==> config.mk <==
export PLATFORM = sky130hd
export DESIGN_NAME = serial_alu_ctrl
export DESIGN_NICKNAME = d
export VERILOG_FILES = /design/src/rtl/alu_pkg.sv /design/src/rtl/alu_slice_c.sv /design/src/rtl/serial_alu_ctrl.sv
export SDC_FILE = /design/constraint.sdc
export NUM_CORES = 1
export LEC_CHECK = 0
export ABC_AREA = 1
export CAP_MARGIN = 20
export CORE_UTILIZATION = 50
export CTS_CLUSTER_DIAMETER = 200
export CTS_CLUSTER_SIZE = 25
export DETAILED_ROUTE_END_ITERATION = 8
export MAX_ROUTING_LAYER = met4
export PLACE_DENSITY = 0.86
export SYNTH_ARGS = -nofsm -noshare
export SYNTH_HDL_FRONTEND = slang
export SYNTH_SLANG_ARGS = --single-unit
==> constraint.sdc <==
create_clock -name clk -period 2.47 [get_ports clk]
set_input_delay 0.741 -clock clk [delete_from_list [all_inputs] [get_ports clk]]
set_output_delay 0.741 -clock clk [all_outputs]
set_load 0.005 [all_outputs]
==> src/rtl/alu_pkg.sv <==
// alu_pkg: opcodes, FSM state encoding and opcode helpers shared by the serial ALU
package alu_pkg;

    localparam logic [2:0] OP_ADD = 3'b000;
    localparam logic [2:0] OP_SUB = 3'b001;
    localparam logic [2:0] OP_AND = 3'b010;
    localparam logic [2:0] OP_OR  = 3'b100;
    localparam logic [2:0] OP_XOR = 3'b110;

    typedef enum logic [1:0] {
        IDLE = 2'd0,
        RUN  = 2'd1,
        DONE = 2'd2
    } state_t;

    function automatic logic is_arith(input logic [2:0] op);
        return op == OP_ADD || op == OP_SUB;
    endfunction

endpackage

==> src/rtl/alu_slice_c.sv <==
// alu_slice_c: combinational 1-bit ALU slice; sub adds the inverted b, unknown opcodes give 0
module alu_slice_c
    import alu_pkg::*;
(
    input  logic [2:0] op,
    input  logic       a,
    input  logic       b,
    input  logic       cin,
    output logic       y,
    output logic       cout
);

    logic bb;
    logic arith;

    // bit result and carry; logic and invalid ops never propagate a carry
    always_comb begin
        bb    = (op == OP_SUB) ? ~b : b;
        arith = is_arith(op);
        y     = arith ? a ^ bb ^ cin :
                (op == OP_AND) ? a & b :
                (op == OP_OR)  ? a | b :
                (op == OP_XOR) ? a ^ b : 1'b0;
        cout  = arith ? (a & bb) | (a & cin) | (bb & cin) : 1'b0;
    end

endmodule

==> src/rtl/serial_alu_ctrl.sv <==
// serial_alu_ctrl: bit-serial ALU controller, LSB first; SERIAL_ALU_OVF_EN adds the overflow output
module serial_alu_ctrl
    import alu_pkg::*;
#(
    parameter int WIDTH = 8
) (
    input  logic             clk,
    input  logic             rst_n,
    input  logic             in_valid,
    output logic             in_ready,
    input  logic [WIDTH-1:0] A,
    input  logic [WIDTH-1:0] B,
    input  logic [2:0]       select,
    output logic             out_valid,
    input  logic             out_ready,
    output logic [WIDTH-1:0] result,
    output logic             carry_out,
`ifdef SERIAL_ALU_OVF_EN
    output logic             overflow,
`endif
    output logic             zero_flag
);

    localparam int IW = (WIDTH > 1) ? $clog2(WIDTH) : 1;
    localparam logic [IW-1:0] LAST = IW'(WIDTH - 1);

    state_t           state;
    logic [IW-1:0]    idx;
    logic [WIDTH-1:0] a_sr;
    logic [WIDTH-1:0] b_sr;
    logic [2:0]       op;
    logic             c_reg;
    logic             y;
    logic             cout;

    alu_slice_c u_slice (
        .op   (op),
        .a    (a_sr[0]),
        .b    (b_sr[0]),
        .cin  (c_reg),
        .y    (y),
        .cout (cout)
    );

    // FSM: capture in IDLE, one bit per RUN cycle, hold outputs in DONE until consumed
    always_ff @(posedge clk or negedge rst_n) begin
        if (!rst_n) begin
            state     <= IDLE;
            idx       <= '0;
            a_sr      <= '0;
            b_sr      <= '0;
            op        <= OP_ADD;
            c_reg     <= 1'b0;
            result    <= '0;
            carry_out <= 1'b0;
            zero_flag <= 1'b0;
            out_valid <= 1'b0;
            in_ready  <= 1'b1;
`ifdef SERIAL_ALU_OVF_EN
            overflow  <= 1'b0;
`endif
        end else begin
            case (state)
                IDLE: if (in_valid) begin
                    a_sr     <= A;
                    b_sr     <= B;
                    op       <= select;
                    c_reg    <= (select == OP_SUB);
                    idx      <= '0;
                    in_ready <= 1'b0;
                    state    <= RUN;
                end
                RUN: begin
                    a_sr        <= a_sr >> 1;
                    b_sr        <= b_sr >> 1;
                    c_reg       <= cout;
                    result[idx] <= y;
                    idx         <= idx + IW'(1);
                    if (idx == LAST) begin
                        idx       <= '0;
                        carry_out <= cout;
                        zero_flag <= ~|{y, result[WIDTH-2:0]};
`ifdef SERIAL_ALU_OVF_EN
                        overflow  <= c_reg ^ cout;
`endif
                        out_valid <= 1'b1;
                        state     <= DONE;
                    end
                end
                DONE: if (out_ready) begin
                    out_valid <= 1'b0;
                    in_ready  <= 1'b1;
                    state     <= IDLE;
                end
                default: state <= IDLE;
            endcase
        end
    end

endmodule

==> results of run 1 <==
logic make-up after synthesis:
| kind of cell | after synthesis | share of synthesized area |
|---|---|---|
| compound gates | 44 | 0.147 |
| xor+xnor | 1 | 0.00460 |
| fa+ha+maj | 5 | 0.0368 |
| buf+inv | 40 | 0.0953 |
| flops | 37 | 0.487 |
| mux | 1 | 0.00591 |
| simple gates | 104 | 0.223 |
how the worst min path moves through the flow:
stage                      endpoint  slack (ns)  cells past startpoint
after floorplan             a_sr[0]        0.45                      0
after global placement     in_ready        0.45                      2
after detailed placement  out_valid        0.46                      2
after CTS                  in_ready        0.48                      2
after global routing       in_ready        0.49                      2
final                      in_ready        0.48                      2
metal layers:
metal / global-route usage / vias up / part of all wire
met4: 0.0625 / 0 / 0.0098
met1: 0.249 / 749 / 0.47
met2: 0.323 / 27 / 0.49
met5: - / - / 0
met3: 0.0652 / 4 / 0.031
li1: - / 803 / -
where the power goes:
| group | switching [µW] | leakage, µW | internal, µW |
|---|---|---|---|
| clock | 206 | 0.0000552 | 300 |
| sequential | 152 | 0.000466 | 867 |
| combinational | 847 | 0.000648 | 561 |
cells in the final DEF, fill, tap and decap left out, types with 5 or more instances in the layout:
cell type / count
sky130_fd_sc_hd__dfrtp_1: 36
sky130_fd_sc_hd__o21ai_1: 8
sky130_fd_sc_hd__o21ai_0: 17
sky130_fd_sc_hd__clkdlybuf4s50_1: 34
sky130_fd_sc_hd__nand3_1: 6
sky130_fd_sc_hd__nand2_1: 73
sky130_fd_sc_hd__clkbuf_8: 5
sky130_fd_sc_hd__inv_1: 30
sky130_fd_sc_hd__nor2_1: 18
sky130_fd_sc_hd__o21ai_2: 14
stage by stage:
stage                     hold WS, ns  power, µW  area (µm²)
final                           0.476       2930        2380
after global routing            0.492       3220        2380
after CTS                       0.481       2960        2380
after detailed placement        0.463       2450        2280
after global placement          0.452       2380        2280
after floorplan                 0.445       2070        1900
final cells by class:
cell class	instances	area, µm²
Sequential cell	37	927
Multi-Input combinational cell	155	796
Timing Repair Buffer	38	370
Clock buffer	6	72.6
Clock inverter	2	35.0
Inverter	33	124
Fill cell	295	1280
Tap cell	48	60.1
==> results.sh, run 1 <==
export IMPL_timing_critical_path_arrival_ns=1.31
export IMPL_worst_slew_margin_rel=0.606
export IMPL_post_route_drc_count=0
export IMPL_worstMarginPinSlew_ns=0.589
export IMPL_ff2ff_setup_slack_ns=0.53
export IMPL_cts_buffer_depth=2
export IMPL_finish_net_count=298
export IMPL_cts_sinks=37
export IMPL_ys_dominant_reg_cell="sky130_fd_sc_hd__dfrtp_1"
export IMPL_cp_required_ns=1.73
export IMPL_crit_path_end="in_ready"
export IMPL_die_area_mm2=0.00406
export IMPL_layout_drive_gt1_share=0.122
export IMPL_grt_ovfl_total=0
export IMPL_post_route_period_util=0.830
export IMPL_grt_start_max_net_pins=38
export IMPL_fmax_ghz=0.488
export IMPL_critPathBufInv=1
export IMPL_synth_yosys_seq_area_share=0.487
export IMPL_path_cells="clkdlybuf4s50_1"
export IMPL_worst_path_dominant_cell_family="flip-flops"
export IMPL_grt_pass1_vias=1475
export IMPL_outcome="completed"
export IMPL_hold_start="in_ready"
export IMPL_drtAntennaViolNets=0
export IMPL_top_regs="a_sr x8, b_sr x8, result x8"
export IMPL_synth_edf_count=0
export IMPL_final_weighted_congestion_in_routability_driven_placement=0.792
export IMPL_crit_fanout=2
export IMPL_post_synth_cell_area_avg_um2=8.21
export IMPL_post_synth_main_area_contributors="sky130_fd_sc_hd__dfrtp_1, sky130_fd_sc_hd__nand2_1, sky130_fd_sc_hd__o21ai_2"
export IMPL_place_ws_ns=0.422
export IMPL_setup_violating_endpoint_count_in_the_final_report=0
export IMPL_synth_net_count=260
export IMPL_yosys_warnings=0
export IMPL_antenna_cells_inserted=0
export IMPL_core_area_mm2=0.00366
export IMPL_cts_setup_buffers=0
export IMPL_buffer_ports_inserted=34
export IMPL_h_tree_levels=2
export IMPL_cts_hold_buffers=0
export IMPL_path_clk_slew_ns=0.07
export IMPL_finalHoldViolations=0
export IMPL_route_detailed_wl_per_inst_um=10.9
export IMPL_regToRegStartpoint="state[0]"
export IMPL_crit_cells=1
export IMPL_grt_pass1_wl_um=6140
export IMPL_drt_pass1_iter_count=4
export IMPL_combined_area_of_all_synthesized_cells_mm2=0.00190
export IMPL_rsz0062_at_grt="false"
export IMPL_initial_utilization=0.520
export IMPL_post_place_cells=311
export IMPL_cts_tree="done"
export IMPL_clock_root_buffer="sky130_fd_sc_hd__clkbuf_8"
export IMPL_worstSetupEndpointType="output port"
export IMPL_synth_cell_type_count=26
export IMPL_synth_cells_most_frequent="sky130_fd_sc_hd__nand2_1, sky130_fd_sc_hd__dfrtp_1, sky130_fd_sc_hd__inv_1"
export IMPL_synth_instances=232
export IMPL_grt_antenna_before_repair=0
export IMPL_synth_most_common_cell="sky130_fd_sc_hd__nand2_1"
export IMPL_worstReg2RegEnd="b_sr[5]"
export IMPL_design_portCount=35
export IMPL_cp_slowest_cell="sky130_fd_sc_hd__dfstp_2"
export IMPL_finalWirelength_um=3480
export IMPL_global_route_usage_total=0.205
export IMPL_hold_class="register to register"
export IMPL_synth_ff_latch_count=37
export IMPL_vias_cell=4.96
export IMPL_synth_async_sr_flop_share=1.00
export IMPL_netlist_top_cell_by_area="sky130_fd_sc_hd__dfrtp_1"
export IMPL_worst_clock_skew_ns=0.00729
export IMPL_worst_ir_drop_vdd_mv=0.596
export IMPL_instances_no_fill=319
export IMPL_final_core_util=0.651
export IMPL_detailedRoute_firstIterationViolations=74
export IMPL_max_cap_violations=0
export IMPL_worst_slack_ns=0.421
export IMPL_worstRegToRegCells=7
export IMPL_num_vias=1583
export IMPL_dieWidth_um=63.7
export IMPL_power_density_mw_per_mm2=1230
export IMPL_cts_inserted_buffers=5
export IMPL_critPathKind="register to output port"
export IMPL_cp_startpoint="in_ready"
export IMPL_signed_area_change_from_the_synthesized_netlist_to_the_final_layout_pct=25.2
export IMPL_final_max_slew_viol_count=0
export IMPL_dpl_hpwl_um=2610
export IMPL_finalWorstPathRequiredPeriod_ns=2.05
export IMPL_post_synth_top_area_fraction=0.473
export IMPL_die_h_um=63.7
export IMPL_timing_setup_tns_ns=0
export IMPL_worstSetupStartpointType="register"
export IMPL_cts_resized_gates=0
export IMPL_max_stage_delay_ns=0.54
export IMPL_power_static_leakage_uw=0.00117
export IMPL_worst_skew_pair_late_latency_ns=0.28
export IMPL_placement_rows=22
(Power assumes the default switching activity.)
==> run 2: changes to the inputs <==
- clock period: 2.47 -> 1.9 ns (I/O delays scaled with it)
==> results.sh, run 2 (synthesis gave the netlist of run 1 again) <==
export IMPL_core_area_mm2=0.00366
export IMPL_post_route_drc_count=0
export IMPL_drtAntennaViolNets=0
export IMPL_power_static_leakage_uw=0.00119
export IMPL_signed_area_change_from_the_synthesized_netlist_to_the_final_layout_pct=26.6
export IMPL_worstReg2RegEnd="result[0]"
export IMPL_instances_no_fill=319
export IMPL_worst_skew_pair_late_latency_ns=0.29
export IMPL_grt_start_max_net_pins=38
export IMPL_post_place_cells=311
export IMPL_critical_path_most_common_cell="sky130_fd_sc_hd__nand2_1"
export IMPL_power_share_switching=0.415
export IMPL_p_int_uw=2290
export IMPL_timing_critical_path_arrival_ns=1.95
export IMPL_cts_tree="done"
export IMPL_fin_worst_hold_slack_ns=0.482
export IMPL_seq_area_um2=927
export IMPL_num_vias=1606
export IMPL_power_clock_fraction=0.181
export IMPL_finalWirelength_um=3780
export IMPL_timing_setup_tns_ns=0
export IMPL_cp_slowest_cell="sky130_fd_sc_hd__fa_1"
export IMPL_ff2ff_setup_slack_ns=0.13
export IMPL_min_path_cells=2
export IMPL_path_clk_slew_ns=0.07
export IMPL_layout_drive_gt1_share=0.125
export IMPL_worst_clock_skew_ns=0.00270
export IMPL_design_portCount=35
export IMPL_placement_rows=22
export IMPL_dieWidth_um=63.7
export IMPL_mostFrequentLayoutCells="sky130_fd_sc_hd__nand2_1, sky130_fd_sc_hd__dfrtp_1, sky130_fd_sc_hd__clkdlybuf4s50_1"
export IMPL_grt_pass1_wl_um=6660
export IMPL_nFillCells=287
export IMPL_post_route_period_util=0.934
export IMPL_leading_cell_type_in_the_layout_fill_and_taps_excluded="sky130_fd_sc_hd__nand2_1"
export IMPL_max_stage_delay_ns=0.44
export IMPL_finish_net_count=298
export IMPL_seq_power_share=0.342
export IMPL_worst_slew_margin_rel=0.601
export IMPL_place_ws_ns=0.0923
export IMPL_min_delay_worst_endpoint="in_ready"
export IMPL_h_tree_levels=2
export IMPL_cts_resized_gates=0
export IMPL_critPathBufInv=0
export IMPL_grt_antenna_before_repair=0
export IMPL_initial_utilization=0.520
export IMPL_regToRegStartpoint="op[2]"
export IMPL_grt_ovfl_total=0
export IMPL_dpl_hpwl_um=2700
export IMPL_cp_required_ns=2.08
export IMPL_finalWorstPathRequiredPeriod_ns=1.77
export IMPL_worst_path_dominant_cell_family="simple AND/OR/NAND/NOR gates"
export IMPL_cts_setup_buffers=0
export IMPL_antenna_cells_inserted=0
export IMPL_path_cells="nor2_1 -> nand2_1 -> xor2_1 -> fa_1 -> nand2_1 -> nand2_2 -> nand2_1 -> nand2_1"
export IMPL_clock_root_buffer="sky130_fd_sc_hd__clkbuf_8"
export IMPL_top_regs="a_sr x8, b_sr x8, result x8"
export IMPL_buffer_ports_inserted=34
export IMPL_global_route_usage_total=0.220
export IMPL_cts_buffer_depth=2
export IMPL_route_detailed_wl_per_inst_um=11.8
export IMPL_worst_ir_drop_vdd_mv=0.812
export IMPL_rsz0062_at_grt="false"
export IMPL_drt_pass1_iter_count=4
export IMPL_worst_slack_ns=0.126
export IMPL_final_weighted_congestion_in_routability_driven_placement=0.837
export IMPL_power_density_mw_per_mm2=1620
export IMPL_vias_cell=5.03
export IMPL_worstRegToRegCells=8
export IMPL_crit_fanout=8
export IMPL_cts_hold_buffers=0
export IMPL_netSwitchingPower_uw=1620
export IMPL_worstSetupEndpointType="register"
export IMPL_cts_inserted_buffers=5
export IMPL_worstMarginPinSlew_ns=0.598
export IMPL_die_area_mm2=0.00406
export IMPL_combPwrFrac=0.477
export IMPL_fmax_ghz=0.564
export IMPL_hold_class="register to register"
export IMPL_final_max_slew_viol_count=0
export IMPL_grt_pass1_vias=1599
export IMPL_finalHoldViolations=0
export IMPL_die_h_um=63.7
export IMPL_hold_start="in_ready"
export IMPL_outcome="completed"
export IMPL_cts_sinks=37
export IMPL_multiInputGateArea_um2=798
export IMPL_critPathKind="register to register"
export IMPL_detailedRoute_firstIterationViolations=136
export IMPL_max_cap_violations=0
export IMPL_worstSetupStartpointType="register"
export IMPL_setup_violating_endpoint_count_in_the_final_report=0
-- run 2: cell types whose count changed in the layout (fill, tap and decap cells not counted) --
cell                              change
sky130_fd_sc_hd__buf_12               +1
sky130_fd_sc_hd__buf_4                -1
sky130_fd_sc_hd__clkbuf_8             +1
sky130_fd_sc_hd__clkdlybuf4s50_1      -1
sky130_fd_sc_hd__clkinv_2             -1
sky130_fd_sc_hd__dlymetal6s2s_1       +1
sky130_fd_sc_hd__nand2_1              -1
sky130_fd_sc_hd__nand2_2              +1
-- run 2: per-stage QoR --
stage | total power [µW] | instance area (µm²) | utilization
after floorplan | 2700 | 1900 | -
after global placement | 3100 | 2290 | 0.625
after detailed placement | 3190 | 2290 | 0.625
after CTS | 3900 | 2410 | 0.657
after global routing | 4270 | 2410 | 0.659
final | 3910 | 2410 | 0.659
-- run 2: how the worst max path moves through the flow --
stage,startpoint,to,depth (start not counted)
floorplan,op[2],result[0],8
global placement,op[2],result[0],8
detailed placement,op[2],result[2],8
CTS,in_ready,in_ready,1
global route,op[2],result[0],8
finish,op[2],result[0],8
-- run 2: power groups by stage --
stage,combinational [µW],clock (µW),sequential (µW)
after floorplan,1390,0,1310
after global placement,1770,0,1330
after detailed placement,1840,0,1350
after CTS,1860,706,1330
after global routing,2150,748,1370
final,1870,707,1340
-- run 2: cell type report --
type | instances | share of cell area
Tap cell | 48 | 0.0249
Multi-Input combinational cell | 155 | 0.331
Timing Repair Buffer | 38 | 0.160
Clock buffer | 7 | 0.0358
Clock inverter | 1 | 0.0125
Inverter | 33 | 0.0514
Sequential cell | 37 | 0.385
-- run 2: worst register-to-register path, delay by kind of cell (launching register included) --
| family | cells | cell delay (ns) |
|---|---|---|
| fa+ha+maj | 1 | 0.44 |
| flops | 1 | 0.43 |
| xor+xnor | 1 | 0.17 |
| simple gates | 6 | 0.64 |
-- run 2: metal layers --
metal / vias to the layer above / global-route usage / wire length (µm)
li1: 803 / - / -
met5: - / - / 0
met2: 48 / 0.363 / 1930
met3: 9 / 0.0380 / 158
met4: 0 / 0.108 / 81
met1: 746 / 0.259 / 1610
